File: src/rtl/cpu_control_fsm_pkg.sv
// Shared definitions for the CPU control FSM: ALU opcodes, state encoding,
// opcode classes, datapath select encodings and trap causes.
package cpu_control_fsm_pkg;

  // ALU opcode definitions shared with the datapath
  localparam logic [2:0] ALU_ADD = 3'b000;
  localparam logic [2:0] ALU_SUB = 3'b001;
  localparam logic [2:0] ALU_AND = 3'b010;
  localparam logic [2:0] ALU_OR  = 3'b011;
  localparam logic [2:0] ALU_XOR = 3'b100;
  localparam logic [2:0] ALU_SLL = 3'b101;
  localparam logic [2:0] ALU_SRL = 3'b110;
  localparam logic [2:0] ALU_SLT = 3'b111;

  // FSM state encoding
  localparam logic [2:0] S_FETCH     = 3'd0;
  localparam logic [2:0] S_DECODE    = 3'd1;
  localparam logic [2:0] S_EXECUTE   = 3'd2;
  localparam logic [2:0] S_MEM       = 3'd3;
  localparam logic [2:0] S_WRITEBACK = 3'd4;
  localparam logic [2:0] S_TRAP      = 3'd5;

  // Major opcodes (instruction[6:0])
  localparam logic [6:0] OPC_LUI    = 7'b0110111;
  localparam logic [6:0] OPC_AUIPC  = 7'b0010111;
  localparam logic [6:0] OPC_OP     = 7'b0110011;
  localparam logic [6:0] OPC_OP_IMM = 7'b0010011;
  localparam logic [6:0] OPC_LOAD   = 7'b0000011;
  localparam logic [6:0] OPC_STORE  = 7'b0100011;
  localparam logic [6:0] OPC_JAL    = 7'b1101111;

  // Instruction classes
  localparam logic [2:0] CLS_LUI     = 3'd0;
  localparam logic [2:0] CLS_AUIPC   = 3'd1;
  localparam logic [2:0] CLS_OP      = 3'd2;
  localparam logic [2:0] CLS_OP_IMM  = 3'd3;
  localparam logic [2:0] CLS_LOAD    = 3'd4;
  localparam logic [2:0] CLS_STORE   = 3'd5;
  localparam logic [2:0] CLS_JAL     = 3'd6;
  localparam logic [2:0] CLS_ILLEGAL = 3'd7;

  // Datapath select encodings
  localparam logic [1:0] SRC_A_RS1  = 2'b00;
  localparam logic [1:0] SRC_A_PC   = 2'b01;
  localparam logic [1:0] SRC_A_ZERO = 2'b10;
  localparam logic       SRC_B_RS2  = 1'b0;
  localparam logic       SRC_B_IMM  = 1'b1;
  localparam logic [1:0] WB_ALU     = 2'b00;
  localparam logic [1:0] WB_MEM     = 2'b01;
  localparam logic [1:0] WB_PC4     = 2'b10;

  // Trap causes
  localparam logic [1:0] TRAP_NONE    = 2'b00;
  localparam logic [1:0] TRAP_ILLEGAL = 2'b01;
  localparam logic [1:0] TRAP_IMEM    = 2'b10;
  localparam logic [1:0] TRAP_DMEM    = 2'b11;

  // ALU control word registered on entry to EXECUTE
  typedef struct packed {
    logic [2:0] alu_op;
    logic [1:0] src_a;
    logic       src_b;
  } ctrl_word_t;

  // Map a major opcode onto an instruction class
  function automatic logic [2:0] classify(input logic [6:0] opc);
    case (opc)
      OPC_LUI:    return CLS_LUI;
      OPC_AUIPC:  return CLS_AUIPC;
      OPC_OP:     return CLS_OP;
      OPC_OP_IMM: return CLS_OP_IMM;
      OPC_LOAD:   return CLS_LOAD;
      OPC_STORE:  return CLS_STORE;
      OPC_JAL:    return CLS_JAL;
      default:    return CLS_ILLEGAL;
    endcase
  endfunction

endpackage

File: src/rtl/cpu_control_fsm_if.sv
// Instruction/data memory handshake bundle between the control FSM and memory.
interface cpu_control_fsm_if;
  logic imem_req;
  logic imem_ready;
  logic dmem_req;
  logic dmem_we;
  logic dmem_ready;

  modport master (
    output imem_req, dmem_req, dmem_we,
    input  imem_ready, dmem_ready
  );

  modport slave (
    input  imem_req, dmem_req, dmem_we,
    output imem_ready, dmem_ready
  );
endinterface

File: src/rtl/cpu_control_fsm_mem_wait_timer.sv
// Counts consecutive not-ready cycles of a memory handshake and flags the
// cycle in which the budget is exhausted without ready arriving.
module mem_wait_timer #(
  parameter int unsigned WAIT_TIMEOUT = 16
) (
  input  logic clk,
  input  logic rst,
  input  logic i_clear,
  input  logic i_wait,
  output logic o_timeout
);

  localparam logic [7:0] LIMIT = 8'(WAIT_TIMEOUT - 1);

  logic [7:0] r_count;

  // Timeout fires on the WAIT_TIMEOUT-th consecutive not-ready cycle
  assign o_timeout = i_wait && (r_count == LIMIT);

  // Wait counter: cleared on reset or any state change, else counts waits
  always_ff @(posedge clk) begin
    if (rst || i_clear) begin
      r_count <= '0;
    end else if (i_wait) begin
      r_count <= r_count + 8'd1;
    end
  end

endmodule

File: src/rtl/cpu_control_fsm.sv
// Multi-cycle CPU control FSM: fetch/decode/execute/mem/writeback sequencing,
// memory handshake timeouts, trap handling and retired-instruction count.
module cpu_control_fsm
  import cpu_control_fsm_pkg::*;
#(
  parameter int unsigned WAIT_TIMEOUT = 16
) (
  input  logic                    clk,
  input  logic                    rst,
  cpu_control_fsm_if.master       bus,
  input  logic [31:0]             instruction,
  input  logic [2:0]              alu_op_dec,
  output logic                    ir_we,
  output logic [2:0]              alu_op,
  output logic [1:0]              alu_src_a,
  output logic                    alu_src_b,
  output logic [1:0]              wb_sel,
  output logic                    reg_we,
  output logic                    pc_we,
  output logic                    pc_sel,
  output logic                    halt,
  output logic [1:0]              trap_cause,
  output logic [31:0]             retired
);

  logic [2:0]  r_state;
  logic [2:0]  w_next_state;
  logic [2:0]  r_cls;
  logic [2:0]  w_dec_cls;
  ctrl_word_t  r_ctrl;
  ctrl_word_t  w_ctrl;
  logic [1:0]  r_trap_cause;
  logic [1:0]  w_trap_cause;
  logic [31:0] r_retired;
  logic        w_wait;
  logic        w_timeout;
  logic        w_clear;
  logic        w_unused_instr;

  // Only the major opcode is interpreted here; the datapath decodes the rest
  assign w_unused_instr = ^instruction[31:7];
  assign w_dec_cls      = classify(instruction[6:0]);

  assign w_wait  = ((r_state == S_FETCH) && !bus.imem_ready) ||
                   ((r_state == S_MEM)   && !bus.dmem_ready);
  assign w_clear = (w_next_state != r_state);

  mem_wait_timer #(
    .WAIT_TIMEOUT(WAIT_TIMEOUT)
  ) u_wait_timer (
    .clk       (clk),
    .rst       (rst),
    .i_clear   (w_clear),
    .i_wait    (w_wait),
    .o_timeout (w_timeout)
  );

  // Next-state and trap-cause selection
  always_comb begin
    w_next_state = r_state;
    w_trap_cause = TRAP_NONE;
    case (r_state)
      S_FETCH: begin
        if (bus.imem_ready) begin
          w_next_state = S_DECODE;
        end else if (w_timeout) begin
          w_next_state = S_TRAP;
          w_trap_cause = TRAP_IMEM;
        end
      end
      S_DECODE: begin
        if (w_dec_cls == CLS_ILLEGAL) begin
          w_next_state = S_TRAP;
          w_trap_cause = TRAP_ILLEGAL;
        end else begin
          w_next_state = S_EXECUTE;
        end
      end
      S_EXECUTE: begin
        if ((r_cls == CLS_LOAD) || (r_cls == CLS_STORE)) begin
          w_next_state = S_MEM;
        end else begin
          w_next_state = S_WRITEBACK;
        end
      end
      S_MEM: begin
        if (bus.dmem_ready) begin
          w_next_state = (r_cls == CLS_STORE) ? S_FETCH : S_WRITEBACK;
        end else if (w_timeout) begin
          w_next_state = S_TRAP;
          w_trap_cause = TRAP_DMEM;
        end
      end
      S_WRITEBACK: w_next_state = S_FETCH;
      S_TRAP:      w_next_state = S_TRAP;
      default:     w_next_state = S_FETCH;
    endcase
  end

  // ALU control word for the decoded instruction class
  always_comb begin
    w_ctrl = '0;
    case (w_dec_cls)
      CLS_LUI:    w_ctrl = '{alu_op: ALU_ADD,    src_a: SRC_A_ZERO, src_b: SRC_B_IMM};
      CLS_AUIPC:  w_ctrl = '{alu_op: ALU_ADD,    src_a: SRC_A_PC,   src_b: SRC_B_IMM};
      CLS_OP:     w_ctrl = '{alu_op: alu_op_dec, src_a: SRC_A_RS1,  src_b: SRC_B_RS2};
      CLS_OP_IMM: w_ctrl = '{alu_op: alu_op_dec, src_a: SRC_A_RS1,  src_b: SRC_B_IMM};
      CLS_LOAD,
      CLS_STORE:  w_ctrl = '{alu_op: ALU_ADD,    src_a: SRC_A_RS1,  src_b: SRC_B_IMM};
      CLS_JAL:    w_ctrl = '{alu_op: ALU_ADD,    src_a: SRC_A_PC,   src_b: SRC_B_IMM};
      default:    w_ctrl = '0;
    endcase
  end

  // Moore / handshake-qualified strobes of the current state
  always_comb begin
    bus.imem_req = 1'b0;
    bus.dmem_req = 1'b0;
    bus.dmem_we  = 1'b0;
    ir_we        = 1'b0;
    reg_we       = 1'b0;
    pc_we        = 1'b0;
    pc_sel       = 1'b0;
    wb_sel       = WB_ALU;
    case (r_state)
      S_FETCH: begin
        bus.imem_req = 1'b1;
        ir_we        = bus.imem_ready;
      end
      S_MEM: begin
        bus.dmem_req = 1'b1;
        bus.dmem_we  = (r_cls == CLS_STORE);
        pc_we        = (r_cls == CLS_STORE) && bus.dmem_ready;
      end
      S_WRITEBACK: begin
        reg_we = 1'b1;
        pc_we  = 1'b1;
        pc_sel = (r_cls == CLS_JAL);
        if (r_cls == CLS_LOAD) begin
          wb_sel = WB_MEM;
        end else if (r_cls == CLS_JAL) begin
          wb_sel = WB_PC4;
        end
      end
      default: ;
    endcase
  end

  // State register
  always_ff @(posedge clk) begin
    if (rst) begin
      r_state <= S_FETCH;
    end else begin
      r_state <= w_next_state;
    end
  end

  // Instruction class and ALU control word, captured leaving DECODE
  always_ff @(posedge clk) begin
    if (rst) begin
      r_cls  <= CLS_LUI;
      r_ctrl <= '0;
    end else if ((r_state == S_DECODE) && (w_dec_cls != CLS_ILLEGAL)) begin
      r_cls  <= w_dec_cls;
      r_ctrl <= w_ctrl;
    end
  end

  // Trap cause latched on the transition into TRAP and held there
  always_ff @(posedge clk) begin
    if (rst) begin
      r_trap_cause <= TRAP_NONE;
    end else if ((w_next_state == S_TRAP) && (r_state != S_TRAP)) begin
      r_trap_cause <= w_trap_cause;
    end
  end

  // Retired-instruction counter, one per PC update, wraps naturally
  always_ff @(posedge clk) begin
    if (rst) begin
      r_retired <= '0;
    end else if (pc_we) begin
      r_retired <= r_retired + 32'd1;
    end
  end

  assign alu_op     = r_ctrl.alu_op;
  assign alu_src_a  = r_ctrl.src_a;
  assign alu_src_b  = r_ctrl.src_b;
  assign halt       = (r_state == S_TRAP);
  assign trap_cause = r_trap_cause;
  assign retired    = r_retired;

endmodule

File: src/flat_wrapper.sv
// flat-port wrapper written by rule: the top's interface ports become plain ports
module cpu_control_fsm_flat import cpu_control_fsm_pkg::*;
#(
  parameter int unsigned WAIT_TIMEOUT = 16
)
  (clk, rst, instruction, alu_op_dec, ir_we, alu_op, alu_src_a, alu_src_b, wb_sel, reg_we, pc_we, pc_sel, halt, trap_cause, retired, bus_imem_req, bus_dmem_req, bus_dmem_we, bus_imem_ready, bus_dmem_ready);
  cpu_control_fsm_if bus_i ();
  input  logic clk;
  input  logic rst;
  input  logic [31:0] instruction;
  input  logic [2:0] alu_op_dec;
  output logic ir_we;
  output logic [2:0] alu_op;
  output logic [1:0] alu_src_a;
  output logic alu_src_b;
  output logic [1:0] wb_sel;
  output logic reg_we;
  output logic pc_we;
  output logic pc_sel;
  output logic halt;
  output logic [1:0] trap_cause;
  output logic [31:0] retired;
  output wire logic [$bits(bus_i.imem_req)-1:0] bus_imem_req;
  output wire logic [$bits(bus_i.dmem_req)-1:0] bus_dmem_req;
  output wire logic [$bits(bus_i.dmem_we)-1:0] bus_dmem_we;
  input wire logic [$bits(bus_i.imem_ready)-1:0] bus_imem_ready;
  input wire logic [$bits(bus_i.dmem_ready)-1:0] bus_dmem_ready;
  assign bus_imem_req = bus_i.imem_req;
  assign bus_dmem_req = bus_i.dmem_req;
  assign bus_dmem_we = bus_i.dmem_we;
  assign bus_i.imem_ready = bus_imem_ready;
  assign bus_i.dmem_ready = bus_dmem_ready;
  cpu_control_fsm #(.WAIT_TIMEOUT(WAIT_TIMEOUT)) u_core (.clk(clk), .rst(rst), .bus(bus_i), .instruction(instruction), .alu_op_dec(alu_op_dec), .ir_we(ir_we), .alu_op(alu_op), .alu_src_a(alu_src_a), .alu_src_b(alu_src_b), .wb_sel(wb_sel), .reg_we(reg_we), .pc_we(pc_we), .pc_sel(pc_sel), .halt(halt), .trap_cause(trap_cause), .retired(retired));
endmodule
File: config.mk
export PLATFORM = sky130hd
export DESIGN_NAME = cpu_control_fsm_flat
export DESIGN_NICKNAME = d
export VERILOG_FILES = /design/src/rtl/cpu_control_fsm_pkg.sv /design/src/rtl/cpu_control_fsm_if.sv /design/src/rtl/cpu_control_fsm_mem_wait_timer.sv /design/src/rtl/cpu_control_fsm.sv /design/src/flat_wrapper.sv
export SDC_FILE = /design/constraint.sdc
export NUM_CORES = 1
export LEC_CHECK = 0
export CORE_AREA = 2 2 81 83
export CTS_CLUSTER_DIAMETER = 100
export DETAILED_ROUTE_END_ITERATION = 12
export DIE_AREA = 0 0 83 85
export GPL_TIMING_DRIVEN = 0
export HOLD_SLACK_MARGIN = 0.02
export MAX_ROUTING_LAYER = met4
export PLACE_DENSITY_LB_ADDON = 0.2
export SLEW_MARGIN = 20
export SYNTH_ARGS = -nofsm -noshare
export SYNTH_HDL_FRONTEND = slang
export SYNTH_SLANG_ARGS = --single-unit
File: constraint.sdc
create_clock -name clk -period 2.35 [get_ports clk]
set_clock_uncertainty 0.15 [all_clocks]
set_input_delay 0.5875 -clock clk [delete_from_list [all_inputs] [get_ports clk]]
set_output_delay 0.5875 -clock clk [all_outputs]
set_load 0.02 [all_outputs]
=== Word-level counts from Yosys, hierarchy flattened ===
Index checks and enable logic that the tools add are counted.

* Flip-flop bits (word level): 54
* Word-level logic and storage cells: 77
* Output and inout bits: 50

* Reductions and logical operators: 15
* Mux-type cells: 25
* Eq/ne operators: 27
* Add/sub/neg operators: 2

{| class="wikitable"
|+ Operator list
! operator !! count
|-
| adder 32 x 1 -> 32 bit (second input constant) || 1
|-
| equality test 3 bit (second input constant) || 10
|-
| one-hot mux 6 bit (5 select lines) || 1
|-
| equality test 7 x 6 -> 1 bit (second input constant) || 3
|-
| one-hot mux 3 bit (7 select lines) || 1
|-
| 2-to-1 mux 3 bit || 6
|-
| one-hot mux 3 bit (5 select lines) || 1
|-
| equality test 7 x 5 -> 1 bit (second input constant) || 2
|-
| 2-to-1 mux 2 bit || 7
|-
| equality test 3 x 2 -> 1 bit (second input constant) || 4
|-
| adder 8 x 1 -> 8 bit (second input constant) || 1
|-
| equality test 8 x 4 -> 1 bit (second input constant) || 1
|-
| equality test 7 x 2 -> 1 bit (second input constant) || 1
|-
| equality test 7 bit (second input constant) || 1
|-
| 2-to-1 mux 1 bit || 7
|-
| equality test 3 x 1 -> 1 bit (second input constant) || 2
|-
| logical AND 1 bit || 6
|-
| logical NOT 3 bit || 2
|-
| inequality test 3 bit (second input constant) || 2
|-
| one-hot mux 2 bit (3 select lines) || 1
|-
| OR reduction 2 bit || 2
|-
| logical OR 1 bit || 3
|-
| inequality test 3 bit || 1
|-
| logical NOT 1 bit || 2
|-
| one-hot mux 1 bit (2 select lines) || 1
|}

=== Depth between registers and ports, before layout ===
Gate-level depths: netlist of run 1.

* Depth in word-level cells: 9
* Mapped depth: 11
* Depth with buffers taken out: 8

=== By module ===
Synthesis of run 1 repeated with hierarchy kept, for this count alone.

* Cell total of the unflattened synthesis: 334
* Area, all modules: 2,766.4 um^2

{| class="wikitable"
|+ By module, submodules not included
! module !! cells an instance !! times used !! area an instance (um^2)
|-
| cpu_control_fsm || 295 || 1 || 2,409.8
|-
| mem_wait_timer || 39 || 1 || 356.6
|}

=== Worst setup path before layout of run 1 ===
Ideal clock, no wire load.

* Path kind: register -> register
* From: register u_core.r_state[2]
* To: register u_core.u_wait_timer.r_count[0]
* Clock period less this slack: 2.236 ns
* Path slack: 0.114 ns
* Stages on the path, launching flop included: 7
* Buffers on the path: 1
* Data arrival time: 1.945 ns
* Cells stage by stage: dfxtp_1 buf_2 nor3_1 and4b_1 a2111oi_1 a21oi_1 nor4_1

* Cells in the longest elaborated chain, start to end: 9
* Elaborated cells on any way between the ends: 15
* Those cells by class: 5 x eq/ne; 4 x mux; 6 x reduce/logical

{| class="wikitable"
|+ RTL lines
! element !! line !! source
|-
| start, declared || cpu_control_fsm.sv:26 || <nowiki>logic [2:0] r_state;</nowiki>
|-
| start signal, assigned || cpu_control_fsm.sv:154 || <nowiki>r_state <= w_next_state;</nowiki>
|-
| equality test 3 x 2 -> 1 bit or logical NOT 3 bit (tied branches) || cpu_control_fsm.sv:45, cpu_control_fsm.sv:62, cpu_control_fsm.sv:44 ||
|-
| logical AND 1 bit, on equally long branches || cpu_control_fsm.sv:45, cpu_control_fsm.sv:44 ||
|-
| logical OR 1 bit || cpu_control_fsm.sv:44 || <nowiki>assign w_wait = ((r_state == S_FETCH) && !bus.imem_ready) ||</nowiki>
|-
| logical AND 1 bit || cpu_control_fsm_mem_wait_timer.sv:18 || <nowiki>assign o_timeout = i_wait && (r_count == LIMIT);</nowiki>
|-
| 2-to-1 mux 3 bit || cpu_control_fsm.sv:66, cpu_control_fsm.sv:89 ||
|-
| 2-to-1 mux 3 bit, on equally long branches || cpu_control_fsm.sv:87, cpu_control_fsm.sv:64 ||
|-
| one-hot mux 3 bit (5 select lines) || cpu_control_fsm.sv:62 || <nowiki>case (r_state)</nowiki>
|-
| inequality test 3 bit || cpu_control_fsm.sv:46 || <nowiki>assign w_clear = (w_next_state != r_state);</nowiki>
|-
| logical OR 1 bit || cpu_control_fsm_mem_wait_timer.sv:22 || <nowiki>if (rst || i_clear) begin</nowiki>
|-
| end signal, assigned || cpu_control_fsm_mem_wait_timer.sv:25 || <nowiki>r_count <= r_count + 8'd1;</nowiki>
|-
| end, declared || cpu_control_fsm_mem_wait_timer.sv:15 || <nowiki>logic [7:0] r_count;</nowiki>
|}

Parallel ways exist; a longest one is shown, timed or not.
A chain may end at the register's enable or synchronous reset.

=== Worst setup path in the final report of run 1 ===
* From: input bus_imem_ready
* To: output ir_we

* Cells in the longest elaborated chain, start to end: 1

{| class="wikitable"
|+ RTL lines
! element !! line !! source
|-
| start, declared || flat_wrapper.sv:26 || <nowiki>input wire logic [$bits(bus_i.imem_ready)-1:0] bus_imem_ready;</nowiki>
|-
| 2-to-1 mux 1 bit || cpu_control_fsm.sv:125 || <nowiki>case (r_state)</nowiki>
|-
| end, declared || flat_wrapper.sv:12 || <nowiki>output logic ir_we;</nowiki>
|}

Every way passes these cells.

==> results of run 1 <==
[registers in the layout, summed over array words and instances, names as in the netlist]
signal / cells
u_core.r_state: 3
u_core.alu_src_a: 2
u_core.u_wait_timer.r_count: 8
u_core.r_cls: 3
u_core.trap_cause: 2
u_core.retired: 32
u_core.alu_src_b: 1
u_core.alu_op: 3
[worst min-delay path by stage]
stage / slack [ns] / to / cells past startpoint / start
after floorplan: 0.30 / u_core.r_cls[2] / 2 / u_core.r_cls[2]
after global placement: 0.29 / u_core.trap_cause[1] / 2 / u_core.trap_cause[1]
after detailed placement: 0.29 / u_core.trap_cause[1] / 2 / u_core.trap_cause[1]
after CTS: 0.32 / u_core.alu_src_a[0] / 2 / u_core.alu_src_a[0]
after global routing: 0.33 / u_core.trap_cause[1] / 2 / u_core.trap_cause[1]
final: 0.31 / u_core.alu_src_a[0] / 2 / u_core.alu_src_a[0]
[final cells by class]
| cell class | instances | area, um2 | share of cell area [%] |
|---|---|---|---|
| Multi-Input combinational cell | 241 | 1700 | 44.9 |
| Clock inverter | 2 | 37.5 | 0.989 |
| Sequential cell | 54 | 1090 | 28.7 |
| Tap cell | 77 | 96.3 | 2.54 |
| Inverter | 11 | 41.3 | 1.09 |
| Timing Repair Buffer | 71 | 679 | 17.9 |
| Buffer | 14 | 75.1 | 1.98 |
| Clock buffer | 6 | 72.6 | 1.91 |
[what timing repair did]
item / CTS / global route
setup endpoints to repair: 29 / 31
resized for setup: 27 / 35
pin swaps: 1 / 10
buffers inserted: 1 / 7
hold endpoints to repair: 0 / 0
[report_power, final]
part	total (mW)	switching [mW]	internal, mW
logic	0.826	0.492	0.334
clock network	0.628	0.310	0.318
registers	1.01	0.0499	0.960
[layer usage]
metal,vias up,global-route usage [%],share of wire (%),wire length [um]
li1,1341,-,-,-
met1,1298,28.3,47,3340
met5,-,-,0,0
met3,9,4.86,5.3,377
met4,0,5.66,1.2,87
met2,72,31.7,47,3320
[cells by family after synthesis]
family / share of synthesized area [%]
xor gates and xnor gates: 6.73
muxes: 1.14
adders and majority gates: 0.915
buffers and inverters: 3.94
DFF: 39.5
and+or+nand+nor: 31.0
AOI/OAI and AO/OA: 16.7
[Yosys cell counts, types with 4 or more instances]
| master | instances |
|---|---|
| nand3_1 | 13 |
| nor3_1 | 6 |
| nor2_1 | 32 |
| xor2_1 | 12 |
| and2_1 | 4 |
| and4_1 | 7 |
| o31ai_1 | 9 |
| dfxtp_1 | 54 |
| and3_1 | 7 |
| nand2b_1 | 6 |
| nand4_1 | 14 |
| a21oi_1 | 24 |
| buf_2 | 5 |
| nor4_1 | 12 |
| clkbuf_1 | 9 |
| xnor2_1 | 9 |
| o21ai_0 | 9 |
| nand2_1 | 18 |
| inv_1 | 9 |
| or3_1 | 8 |
| or4_1 | 9 |
[worst register-to-register path: stages, from the launching register on]
cell and delay [ns]:
dfxtp_2 0.36, ha_1 0.23, and3_1 0.23, and4b_2 0.29, a2111oi_4 0.43, a21oi_4 0.18
nor4_2 0.30
==> results_tabular.tex, run 1 <==
\begin{tabular}{lr}
\hline
Metric & Value \\
\hline
\multicolumn{2}{l}{\textbf{Power}} \\
\quad Maximum vdd drop & 377 uV \\
\quad Leakage & 1.29 nW \\
\quad Power per unit of standard cell area & 649 nW/um2 \\
\quad Power after layout & 2.46 mW \\
\multicolumn{2}{l}{\textbf{Setup path}} \\
\quad Critical Path AT & 1.58 ns \\
\quad Worst R2R Start & u\_core.u\_wait\_timer.r\_count[0] \\
\quad Top fanout value on the critical path & 4 \\
\quad Depth of the worst register-to-register path & 6 \\
\quad FF-to-FF setup slack & 0.09 ns \\
\quad Top Family by Delay on Critical Path & buffers and inverters \\
\quad Critical Path Sink & ir\_we \\
\quad Reg-to-Reg End & u\_core.u\_wait\_timer.r\_count[4] \\
\quad Crit path launch type & input pin \\
\quad Maximum cell stage delay along the critical path & 0.55 ns \\
\quad Start point of the critical path & bus\_imem\_ready \\
\quad Crit Path Class & input pin to output port \\
\quad CP endpoint kind & output port \\
\quad Path length in cells of the critical path & 3 \\
\quad Worst path cell trace & clkdlybuf4s50\_1 > and2\_1 > clkdlybuf4s15\_1 \\
\quad Data required time at the worst endpoint & 1.61 ns \\
\quad Slowest cell on the critical path & clkdlybuf4s50\_1 \\
\quad Buf+Inv Stages, Crit Path & 2 \\
\multicolumn{2}{l}{\textbf{Placed design}} \\
\quad Cell area reported after detailed placement & about 3500 um2 \\
\quad Final Wtd Congestion & approximately 0.83 \\
\quad \# placed instances & 461 \\
\quad Number of port buffers & 63 \\
\quad Worst slack at placement & -0.988 ns \\
\quad Half-perimeter wire length after detailed placement & slightly below 5000 um \\
\multicolumn{2}{l}{\textbf{Timing}} \\
\quad Sum of negative setup slack & 0 ns \\
\quad Time the worst path needs with I/O delays and setup & 2.31 ns \\
\quad Worst setup margin & 0.0357 ns \\
\quad Count of endpoints failing setup in the final report & 0 \\
\quad Final clock period utilization by the worst path & between 90\% and 100\% \\
\quad Worst hold slack after final layout & 0.309 ns \\
\quad Slew Limit Fails & 0 \\
\quad RSZ-0062 raised after global routing & yes \\
\quad Highest Clock Rate & 0.432 GHz \\
\quad Tightest slew margin relative to the limit & 53.4\% \\
\quad Worst Tran Pin Value & 0.699 ns \\
\quad Endpoints failing hold & 0 \\
\multicolumn{2}{l}{\textbf{Clock network}} \\
\quad Clock input transition at the sequential cells of the worst setup and hold paths & 0.09 ns \\
\quad Inserted Clock Buffers & 5 \\
\quad TritonCTS sink count & 54 \\
\quad Clock Latency Late Sink & 0.31 ns \\
\quad Clock root cell & clkbuf\_8 \\
\quad CTS max path bufs & 2 \\
\quad Hold bufs inserted after CTS & 0 \\
\quad Deepest level of the CTS H-tree & 2 \\
\quad Clock tree from TritonCTS & done \\
\multicolumn{2}{l}{\textbf{Layout}} \\
\quad Commonest cells after routing, fill and taps aside & clkdlybuf4s50\_1 (50), dfxtp\_1 (47), nor2\_1 (31), a21oi\_1 (23), nand2\_1 (17) \\
\quad Share of final-layout standard cells stronger than drive strength 1 & 15.8\% \\
\quad Nets & roughly 440 \\
\quad Fillers & around 550 \\
\quad Final core utilization & between 60\% and 70\% \\
\quad Cell area after layout & about 3800 um2 \\
\quad Growth of design area from synthesis to finish & 38.8\% \\
\quad Count of antenna diodes in the layout & 0 \\
\quad Non-filler cells in the finished layout & 476 \\
\quad Leading cell type in the layout, fill and taps excluded & clkdlybuf4s50\_1 \\
\multicolumn{2}{l}{\textbf{Route}} \\
\quad Post-detailed-route via-to-cell ratio & 5.71 \\
\quad DRC violation total after the first TritonRoute iteration & 118 \\
\quad Number of remaining DRC errors & 0 \\
\quad First-pass detailed-route iteration total & 4 \\
\quad Wirelength per Cell & about 15 um \\
\quad Sum of routed wire length over all layers & 7130 um \\
\quad DRT antenna net count & 0 \\
\quad Vias & 2720 \\
\multicolumn{2}{l}{\textbf{Die}} \\
\quad Die outline area & $\sim$7000 um2 \\
\quad Effective utilization at floorplan & around 44\% \\
\quad Die Y & 85 um \\
\quad Width of the chip & 83 um \\
\quad Area of the core & $\sim$6200 um2 \\
\quad Site Rows & 29 \\
\quad Top-Level Pins & 89 \\
\multicolumn{2}{l}{\textbf{Logic synthesis}} \\
\quad Count of yosys warnings during synthesis & 0 \\
\quad Post-synth top area cell & dfxtp\_1 \\
\quad Synth cell types & 55 \\
\quad Number of nets produced by synthesis & approximately 360 \\
\quad Most frequently used flop master after synthesis & dfxtp\_1 \\
\quad Post-synth EDFFs & 0 \\
\quad Flip-flop and latch count after synthesis & 54 \\
\quad Combined area of all synthesized cells & about 2700 um2 \\
\quad Area share of the largest cell type after synthesis & 39.5\% \\
\quad Dominant cells by area after synthesis & dfxtp\_1 (40\%), a21oi\_1 (4.4\%), nor2\_1 (4.4\%), xor2\_1 (3.8\%), nand4\_1 (3.2\%) \\
\quad Gate count of the mapped netlist & 321 \\
\quad Share of the yosys chip area belonging to registers & 39.5\% \\
\quad Proportion of register bits with asynchronous set or reset after synthesis & 0\% \\
\quad Avg Cell Area, Syn & 8.52 um2 \\
\multicolumn{2}{l}{\textbf{Hold path}} \\
\quad Hold Crit Class & flip-flop to flip-flop \\
\multicolumn{2}{l}{\textbf{Run status}} \\
\quad Status & finished clean \\
\multicolumn{2}{l}{\textbf{Flow run}} \\
\quad Max-capacitance violation count & 0 \\
\multicolumn{2}{l}{\textbf{Global route}} \\
\quad Total global routing overflow & 0 \\
\quad Largest net degree at the start of global routing & 17 \\
\quad Via count of the first global-routing pass & 2464 \\
\quad All-Layer GR Usage & roughly a fifth \\
\quad Initial antenna violation count & 0 \\
\quad Global-route wire length before repair & 12000 um \\
\hline
\end{tabular}
Power figures use the tool's default switching activity.
==> inputs of run 2 (changes only) <==
--- a/config.mk
+++ b/config.mk
@@ -13,6 +13,7 @@
 export HOLD_SLACK_MARGIN = 0.02
 export MAX_ROUTING_LAYER = met4
 export PLACE_DENSITY_LB_ADDON = 0.2
+export SETUP_SLACK_MARGIN = 0.02
 export SLEW_MARGIN = 20
 export SYNTH_ARGS = -nofsm -noshare
 export SYNTH_HDL_FRONTEND = slang
==> run 2 against run 1 <==
  * Clock power rose by 0.6%
  * Sequential power about the same
  * Total power rose by 2.8%
  * Critical path type is now input pin to flip-flop
  * Largest cell class unchanged
  * Largest power group unchanged
==> results_tabular.tex, run 2 (synthesis gave the netlist of run 1 again) <==
\begin{tabular}{lr}
\hline
Metric & Value \\
\hline
\multicolumn{2}{l}{\textbf{Run status}} \\
\quad Status & finished clean \\
\multicolumn{2}{l}{\textbf{Placed design}} \\
\quad Number of port buffers & 63 (unchanged) \\
\quad Cell area reported after detailed placement & 3460 um2 (unchanged) \\
\quad Half-perimeter wire length after detailed placement & 4890 um (unchanged) \\
\quad Final Wtd Congestion & 0.828 (unchanged) \\
\multicolumn{2}{l}{\textbf{Timing}} \\
\quad Count of endpoints failing setup in the final report & 0 (unchanged) \\
\quad Endpoints failing hold & 0 (unchanged) \\
\quad Highest Clock Rate & 0.439 GHz (+1.6\%) \\
\quad Worst hold slack after final layout & 0.310 ns (+0.00113 ns) \\
\quad RSZ-0062 raised after global routing & no \\
\quad Tightest slew margin relative to the limit & 54.4\% (+1.1 points) \\
\quad Final clock period utilization by the worst path & 96.9\% (-1.6 points) \\
\quad Slew Limit Fails & 0 (unchanged) \\
\quad Time the worst path needs with I/O delays and setup & 2.28 ns (-0.0365 ns) \\
\quad Worst Tran Pin Value & 0.684 ns (-0.0159 ns) \\
\multicolumn{2}{l}{\textbf{Power}} \\
\quad Net Sw Power & 869 uW (+2.2\%) \\
\quad Leakage & 1.32 nW (+2.0\%) \\
\quad Int Power & 1.66 mW (+3.2\%) \\
\quad Maximum vdd drop & 364 uV (-3.4\%) \\
\quad Power after layout & 2.53 mW (+2.8\%) \\
\quad Power per unit of standard cell area & 659 nW/um2 (+1.6\%) \\
\quad Combinational share of power & 35.1\% (+1.6 points) \\
\quad Switching Fraction & 34.3\% (-0.22 points) \\
\quad Clock group share of total power & 24.9\% (-0.6 points) \\
\quad Register share of total power & 40.0\% (-1.0 points) \\
\multicolumn{2}{l}{\textbf{Die}} \\
\quad Site Rows & 29 (unchanged) \\
\quad Width of the chip & 83 um (unchanged) \\
\quad Effective utilization at floorplan & 44.1\% (unchanged) \\
\quad Die Y & 85 um (unchanged) \\
\quad Die outline area & 7060 um2 (unchanged) \\
\quad Top-Level Pins & 89 (unchanged) \\
\quad Area of the core & 6200 um2 (unchanged) \\
\multicolumn{2}{l}{\textbf{Route}} \\
\quad Sum of routed wire length over all layers & 7270 um (+2.0\%) \\
\quad DRC violation total after the first TritonRoute iteration & 172 (+46\%) \\
\quad Wirelength per Cell & 15.2 um (+1.3\%) \\
\quad DRT antenna net count & 0 (unchanged) \\
\quad Post-detailed-route via-to-cell ratio & 5.74 (+0.47\%) \\
\quad Number of remaining DRC errors & 0 (unchanged) \\
\quad First-pass detailed-route iteration total & 4 (unchanged) \\
\quad Vias & 2750 (+1.1\%) \\
\multicolumn{2}{l}{\textbf{Layout}} \\
\quad Nets & 442 (+0.68\%) \\
\quad Leading cell type in the layout, fill and taps excluded & clkdlybuf4s50\_1 \\
\quad Fillers & 553 (+0.36\%) \\
\quad Commonest cells after routing, fill and taps aside & clkdlybuf4s50\_1 (49), dfxtp\_1 (42), nor2\_1 (31), a21oi\_1 (23), nand2\_1 (17) \\
\quad Combined area of the multi-input logic cells & 1710 um2 (+0.22\%) \\
\quad Seq. cell area & 1100 um2 (+0.80\%) \\
\quad Count of antenna diodes in the layout & 0 (unchanged) \\
\quad Share of final-layout standard cells stronger than drive strength 1 & 18.2\% (+2.4 points) \\
\quad Cell area after layout & 3840 um2 (+1.2\%) \\
\quad Number of flip-flops under the largest register name & 32 (unchanged) \\
\quad Growth of design area from synthesis to finish & 40.5\% \\
\quad Final core utilization & 61.9\% (+0.75 points) \\
\multicolumn{2}{l}{\textbf{Global route}} \\
\quad Global-route met3 utilization & 4.86\% (unchanged) \\
\quad Met1 track demand over resource in global routing & 28.2\% (-0.061 points) \\
\quad Total global routing overflow & 0 (unchanged) \\
\quad Met2 track utilization from global routing & 31.9\% (+0.22 points) \\
\quad Via count of the first global-routing pass & 2475 (+0.45\%) \\
\quad Initial antenna violation count & 0 (unchanged) \\
\quad All-Layer GR Usage & 21.0\% (+0.042 points) \\
\quad Global-route wire length before repair & 12000 um (+0.23\%) \\
\quad Largest net degree at the start of global routing & 17 (unchanged) \\
\quad Layer with the highest usage after global routing & met2 \\
\multicolumn{2}{l}{\textbf{Clock network}} \\
\quad Inserted Clock Buffers & 5 (unchanged) \\
\quad Deepest level of the CTS H-tree & 2 (unchanged) \\
\quad TritonCTS sink count & 54 (unchanged) \\
\quad Clock root cell & clkbuf\_8 \\
\quad Clock Latency Late Sink & 0.31 ns (about the same) \\
\quad CTS max path bufs & 2 (unchanged) \\
\quad Clock tree from TritonCTS & done \\
\quad Clock input transition at the sequential cells of the worst setup and hold paths & 0.10 ns (about the same) \\
\multicolumn{2}{l}{\textbf{Setup path}} \\
\quad CP endpoint kind & flip-flop \\
\quad Maximum cell stage delay along the critical path & 0.54 ns (about the same) \\
\quad Slowest cell on the critical path & clkdlybuf4s50\_1 \\
\quad Critical Path AT & 2.36 ns (+0.78 ns) \\
\quad Top fanout value on the critical path & 8 (+4) \\
\quad Data required time at the worst endpoint & 2.43 ns (+0.82 ns) \\
\quad Crit Path Class & input pin to flip-flop \\
\quad Crit path launch type & input pin \\
\quad Worst path cell trace & clkdlybuf4s50\_1 > and4b\_2 > a2111oi\_4 > a21oi\_4 > buf\_12 > nor4\_2 \\
\multicolumn{2}{l}{\textbf{Flow run}} \\
\quad Max-capacitance violation count & 0 (unchanged) \\
\multicolumn{2}{l}{\textbf{Hold path}} \\
\quad Hold Crit Class & flip-flop to flip-flop \\
\hline
\end{tabular}
run 2: final cells by class:
cell class                      instances  area share (%)
Clock buffer                            6            1.89
Tap cell                               77            2.51
Buffer                                 14            1.95
Clock inverter                          2           0.977
Timing Repair Buffer                   74            18.6
Multi-Input combinational cell        241            44.4
Sequential cell                        54            28.6
Inverter                               11            1.07
run 2: power groups by stage:
stage          Sequential, mW  Combinational, mW  Clock [mW]
3_3_place_gp             1.01              0.636           0
3_5_place_dp             1.01              0.638           0
2_1_floorplan            1.03              0.391           0
6_report                 1.01              0.888       0.632
5_1_grt                  1.02              0.939       0.676
4_1_cts                 0.989              0.709       0.640
run 2: worst paths after layout:
| path | startpoint | end | slack [ns] | cells after the start |
|---|---|---|---|---|
| min | u_core.alu_src_a[0] | u_core.alu_src_a[0] | 0.31 | 2 |
| min reg2reg | u_core.alu_src_a[0] | u_core.alu_src_a[0] | 0.31 | 2 |
| max | bus_imem_ready | u_core.u_wait_timer.r_count[3] | 0.07 | 6 |
| max reg2reg | u_core.u_wait_timer.r_count[0] | u_core.u_wait_timer.r_count[1] | 0.09 | 6 |
run 2: worst max-delay path, delay by kind of cell:
family,cells,cell delay [ns]
compound gates,2,0.54
simple gates,2,0.53
buf+inv,2,0.70
run 2: timing repair:
item                                   CTS  global route
pin swaps                                1            13
hold buffers                             0             0
endpoints found under the hold margin    0             0
resized for setup                       29            43
setup endpoints to repair               33            34
setup buffers                            2             9
run 2: through the flow:
step           instances  setup WS [ns]  TNS [ns]
2_1_floorplan        321          0.114         0
3_3_place_gp         461          -1.01    -16.25
3_5_place_dp         461         -0.988    -17.13
4_1_cts              471        -0.0237   -0.0237
5_1_grt              479        0.00543         0
6_report             479         0.0722         0
run 2: routing by layer:
layer  part of all wire (%)  vias to the layer above
met3                    4.9                        7
met5                      0                        -
li1                       -                     1351
met2                     47                       68
met1                     47                     1324
met4                   0.95                        0
==> inputs of run 3 (changes only) <==
--- a/config.mk
+++ b/config.mk
@@ -9,7 +9,6 @@
 export CTS_CLUSTER_DIAMETER = 100
 export DETAILED_ROUTE_END_ITERATION = 12
 export DIE_AREA = 0 0 83 85
-export GPL_TIMING_DRIVEN = 0
 export HOLD_SLACK_MARGIN = 0.02
 export MAX_ROUTING_LAYER = met4
 export PLACE_DENSITY_LB_ADDON = 0.2
@@ -17,4 +16,5 @@
 export SLEW_MARGIN = 20
 export SYNTH_ARGS = -nofsm -noshare
 export SYNTH_HDL_FRONTEND = slang
+export SYNTH_HIERARCHICAL = 1
 export SYNTH_SLANG_ARGS = --single-unit
==> run 3 against run 2 <==
  * The run now ends with negative setup slack left
  * Via count increased by 4.2%
  * Routed wire length fell by 1.5%
  * Clock power decreased by 19%
  * Global-route usage fell by 0.93 points
  * Die area is the same
  * Combinational power down 66%
  * Sequential cell count did not move
  * Critical path type is now flip-flop to flip-flop
  * Sequential power decreased by 7%
  * First-iteration DRC count fell by 13%
  * Non-clock buffer count is 34 higher
  * Total power down 31%
==> results_tabular.tex, run 3 <==
\begin{tabular}{lr}
\hline
Metric & Value \\
\hline
\multicolumn{2}{l}{\textbf{Run status}} \\
\quad Status & finished, violations left \\
\quad Violations in the final reports & negative setup slack \\
\multicolumn{2}{l}{\textbf{Logic synthesis}} \\
\quad Xor-xnor portion of the synthesized cell area & 6.65\% (-0.079 points) \\
\quad Synth Area in Simple Gates & 32.1\% (+1.1 points) \\
\quad Dominant combinational cell family by area after synthesis & simple AND/OR/NAND/NOR gates \\
\quad Post-synth EDFFs & 0 (unchanged) \\
\quad Post-synth top area cell & dfxtp\_1 \\
\quad Number of nets produced by synthesis & 375 (+3.6\%) \\
\quad Combined area of all synthesized cells & 2770 um2 (+1.2\%) \\
\quad Synth top cells by count & dfxtp\_1 (54), nor2\_1 (40), a21oi\_1 (27), nand2\_1 (24) \\
\quad Area share of the largest cell type after synthesis & 39.1\% (-0.46 points) \\
\quad Proportion of register bits with asynchronous set or reset after synthesis & 0\% (unchanged) \\
\quad Synth cell types & 51 (-7.3\%) \\
\quad Mux cell area share after synthesis & 0.769\% (-0.38 points) \\
\quad Adder-cell share of the synthesized area & 0.905\% (-0.011 points) \\
\quad Library cell with the highest instance count after synthesis & dfxtp\_1 \\
\quad Gate count of the mapped netlist & 334 (+4.0\%) \\
\quad Avg Cell Area, Syn & 8.28 um2 (-2.7\%) \\
\quad Flip-flop and latch count after synthesis & 54 (unchanged) \\
\quad Dominant cells by area after synthesis & dfxtp\_1 (39\%), nor2\_1 (5.4\%), a21oi\_1 (4.9\%), xor2\_1 (3.8\%), nand4\_1 (3.4\%) \\
\quad Share of the yosys chip area belonging to registers & 39.1\% (-0.46 points) \\
\quad Compound-gate portion of the synthesized area & 16.1\% (-0.56 points) \\
\quad Count of yosys warnings during synthesis & 6 (+6) \\
\quad Most frequently used flop master after synthesis & dfxtp\_1 \\
\multicolumn{2}{l}{\textbf{Layout}} \\
\quad Fillers & 528 (-4.5\%) \\
\quad Leading cell type in the layout, fill and taps excluded & buf\_4 \\
\quad Final core utilization & 66.0\% (+4.1 points) \\
\quad Number of flip-flops under the largest register name & 32 (unchanged) \\
\quad Combined area of the multi-input logic cells & 1730 um2 (+1.2\%) \\
\quad Share of final-layout standard cells stronger than drive strength 1 & 26.2\% (+8.0 points) \\
\quad Nets & 487 (+10\%) \\
\quad Count of antenna diodes in the layout & 0 (unchanged) \\
\quad Commonest cells after routing, fill and taps aside & buf\_4 (56), dfxtp\_1 (47), clkdlybuf4s50\_1 (45), nor2\_1 (35), nand2\_1 (24) \\
\quad Growth of design area from synthesis to finish & 47.9\% \\
\quad Seq. cell area & 1090 um2 (-0.34\%) \\
\multicolumn{2}{l}{\textbf{Clock network}} \\
\quad Clock root cell & clkbuf\_8 \\
\quad Clock tree from TritonCTS & done \\
\quad Hold bufs inserted after CTS & 0 (unchanged) \\
\quad Clock input transition at the sequential cells of the worst setup and hold paths & 0.09 ns (about the same) \\
\quad Deepest level of the CTS H-tree & 2 (unchanged) \\
\quad Inserted Clock Buffers & 5 (unchanged) \\
\quad TritonCTS sink count & 54 (unchanged) \\
\quad Clock Latency Late Sink & 0.31 ns (about the same) \\
\quad CTS max path bufs & 2 (unchanged) \\
\multicolumn{2}{l}{\textbf{Setup path}} \\
\quad Crit Path Class & flip-flop to flip-flop \\
\quad Critical Path Most Common Cell & or3\_4 \\
\quad Path length in cells of the critical path & 7 (+1) \\
\quad Top Family by Delay on Critical Path & simple AND/OR/NAND/NOR gates \\
\quad Worst path cell trace & buf\_4 > or3\_4 > clkinv\_4 > a41oi\_4 > or3\_4 > nor4\_4 > mux2\_4 \\
\quad Worst R2R Start & u\_core/r\_state[0] \\
\quad Reg-to-Reg End & u\_core/retired[31] \\
\quad Buf+Inv Stages, Crit Path & 2 (unchanged) \\
\quad Start point of the critical path & u\_core/r\_state[0] \\
\quad CP endpoint kind & flip-flop \\
\quad FF-to-FF setup slack & -0.02 ns (-0.11 ns) \\
\quad Depth of the worst register-to-register path & 7 (+1) \\
\quad Crit path launch type & flip-flop \\
\quad Slowest cell on the critical path & or3\_4 \\
\quad Critical Path Sink & u\_core/retired[31] \\
\quad Top fanout value on the critical path & 7 (-1) \\
\quad Data required time at the worst endpoint & 2.40 ns (-0.03 ns) \\
\quad Maximum cell stage delay along the critical path & 0.48 ns (-0.06 ns) \\
\quad Critical Path AT & 2.42 ns (+0.06 ns) \\
\multicolumn{2}{l}{\textbf{Timing}} \\
\quad Worst Tran Pin Value & 0.571 ns (-0.112 ns) \\
\quad Highest Clock Rate & 0.422 GHz (-3.9\%) \\
\quad Final clock period utilization by the worst path & 101\% (+3.9 points) \\
\quad Slew Limit Fails & 0 (unchanged) \\
\quad Count of endpoints failing setup in the final report & 3 (+3) \\
\quad Worst setup margin & -0.0191 ns (-0.0913 ns) \\
\quad Time the worst path needs with I/O delays and setup & 2.37 ns (+0.0913 ns) \\
\quad Tightest slew margin relative to the limit & 61.8\% (+7.4 points) \\
\quad Endpoints failing hold & 0 (unchanged) \\
\quad RSZ-0062 raised after global routing & yes \\
\multicolumn{2}{l}{\textbf{Placed design}} \\
\quad Worst slack at placement & -0.552 ns (+0.436 ns) \\
\quad Half-perimeter wire length after detailed placement & 5080 um (+4.0\%) \\
\quad Number of port buffers & 63 (unchanged) \\
\quad Final Wtd Congestion & 0.858 (+3.6\%) \\
\multicolumn{2}{l}{\textbf{Power}} \\
\quad Power per unit of standard cell area & 428 nW/um2 (-35\%) \\
\quad Leakage & 1.49 nW (+13\%) \\
\quad Maximum vdd drop & 252 uV (-31\%) \\
\quad Power after layout & 1.75 mW (-31\%) \\
\multicolumn{2}{l}{\textbf{Route}} \\
\quad Vias & 2866 (+4.2\%) \\
\quad Sum of routed wire length over all layers & 7160 um (-1.5\%) \\
\quad Number of remaining DRC errors & 0 (unchanged) \\
\quad DRT antenna net count & 0 (unchanged) \\
\quad Wirelength per Cell & 13.7 um (-9.9\%) \\
\quad First-pass detailed-route iteration total & 4 (unchanged) \\
\quad Post-detailed-route via-to-cell ratio & 5.47 (-4.7\%) \\
\quad DRC violation total after the first TritonRoute iteration & 150 (-13\%) \\
\multicolumn{2}{l}{\textbf{Hold path}} \\
\quad Hold Crit Class & flip-flop to flip-flop \\
\multicolumn{2}{l}{\textbf{Die}} \\
\quad Die Y & 85 um (unchanged) \\
\quad Site Rows & 29 (unchanged) \\
\quad Effective utilization at floorplan & 44.6\% (+0.52 points) \\
\quad Die outline area & 7060 um2 (unchanged) \\
\quad Area of the core & 6200 um2 (unchanged) \\
\quad Width of the chip & 83 um (unchanged) \\
\quad Top-Level Pins & 89 (unchanged) \\
\multicolumn{2}{l}{\textbf{Global route}} \\
\quad Total global routing overflow & 0 (unchanged) \\
\quad All-Layer GR Usage & 20.1\% (-0.93 points) \\
\quad Via count of the first global-routing pass & 2621 (+5.9\%) \\
\quad Largest net degree at the start of global routing & 29 (+12) \\
\quad Global-route wire length before repair & 11600 um (-3.6\%) \\
\quad Initial antenna violation count & 0 (unchanged) \\
\multicolumn{2}{l}{\textbf{Flow run}} \\
\quad Max-capacitance violation count & 0 (unchanged) \\
\hline
\end{tabular}
-- run 3: cell types whose count changed in the layout (fill, tap and decap cells not counted), moves of 4 or more --
| cell | previous run | this run |
|---|---|---|
| nand3_1 | 13 | 9 |
| buf_4 | 13 | 56 |
| a21oi_2 | 0 | 4 |
| nor4_2 | 9 | 0 |
| nand2_1 | 17 | 24 |
| nor2b_1 | 1 | 7 |
| nor2_1 | 31 | 35 |
| clkbuf_1 | 9 | 1 |
| dfxtp_1 | 42 | 47 |
| clkdlybuf4s50_1 | 49 | 45 |
| buf_6 | 0 | 4 |
| dfxtp_2 | 11 | 5 |
-- run 3: power breakdown --
part           switching (mW)  internal (mW)  leakage [nW]
logic                   0.153          0.146          1.01
registers              0.0127          0.927         0.439
clock network           0.301          0.211        0.0452
total                   0.467           1.28          1.49
-- run 3: layer usage --
metal | up-vias | routed length [um] | global-route usage, %
met1 | 1362 | 3380 | 25.2
met5 | - | 0 | -
met4 | 0 | 85 | 6.11
met3 | 7 | 270 | 3.79
li1 | 1441 | - | -
met2 | 56 | 3420 | 33.0
-- run 3: final cells by class --
type / count / share of cell area, %
repair buffers: 122 / 25.6
multi-input cells: 254 / 42.2
clock buffers: 6 / 1.77
flip-flops and latches: 54 / 26.8
clock inverters: 2 / 0.336
inverters: 9 / 1.01
well taps: 77 / 2.35
-- run 3: per-stage QoR --
| stage | setup TNS, ns | hold slack (ns) | area, um2 | std cells |
|---|---|---|---|---|
| floorplan | -0.113 | 0.316 | 2880 | 334 |
| global placement | -14.27 | 0.295 | 3880 | 508 |
| detailed placement | -15.03 | 0.304 | 3880 | 508 |
| CTS | 0 | 0.318 | 4000 | 518 |
| global route | -0.975 | 0.333 | 4090 | 524 |
| finish | -0.0379 | 0.310 | 4090 | 524 |
-- run 3: worst min path at each step --
stage,from,end,slack [ns],cells after the start
after floorplan,u_core/r_cls[1],u_core/r_cls[1],0.32,2
after global placement,u_core/alu_src_a[0],u_core/alu_src_a[0],0.29,2
after detailed placement,u_core/alu_src_a[1],u_core/alu_src_a[1],0.30,2
after CTS,u_core/alu_src_a[1],u_core/alu_src_a[1],0.32,2
after global routing,u_core/alu_src_a[1],u_core/alu_src_a[1],0.33,2
final,u_core/alu_src_a[0],u_core/alu_src_a[0],0.31,2
-- run 3: cells by family after synthesis --
logic type | after synthesis
AND/OR/NAND/NOR | 161
AO/OA/AOI/OAI | 68
flip-flops | 54
buffers and inverters | 26
XOR/XNOR | 21
multiplexers | 2
adder cells (fa/ha/maj) | 2
-- run 3: worst reg2reg max path: cells and delay by family (launching register included) --
kind	cells	cell delay (ns)
compound gates	1	0.04
buf+inv	2	0.21
flops	1	0.36
mux	1	0.32
simple gates	3	1.17
-- run 3: repair_timing --
action	4_1_cts	5_1_grt
buffers inserted	2	6
pin swaps	7	19
resized for setup	41	26
setup endpoints to repair	37	24
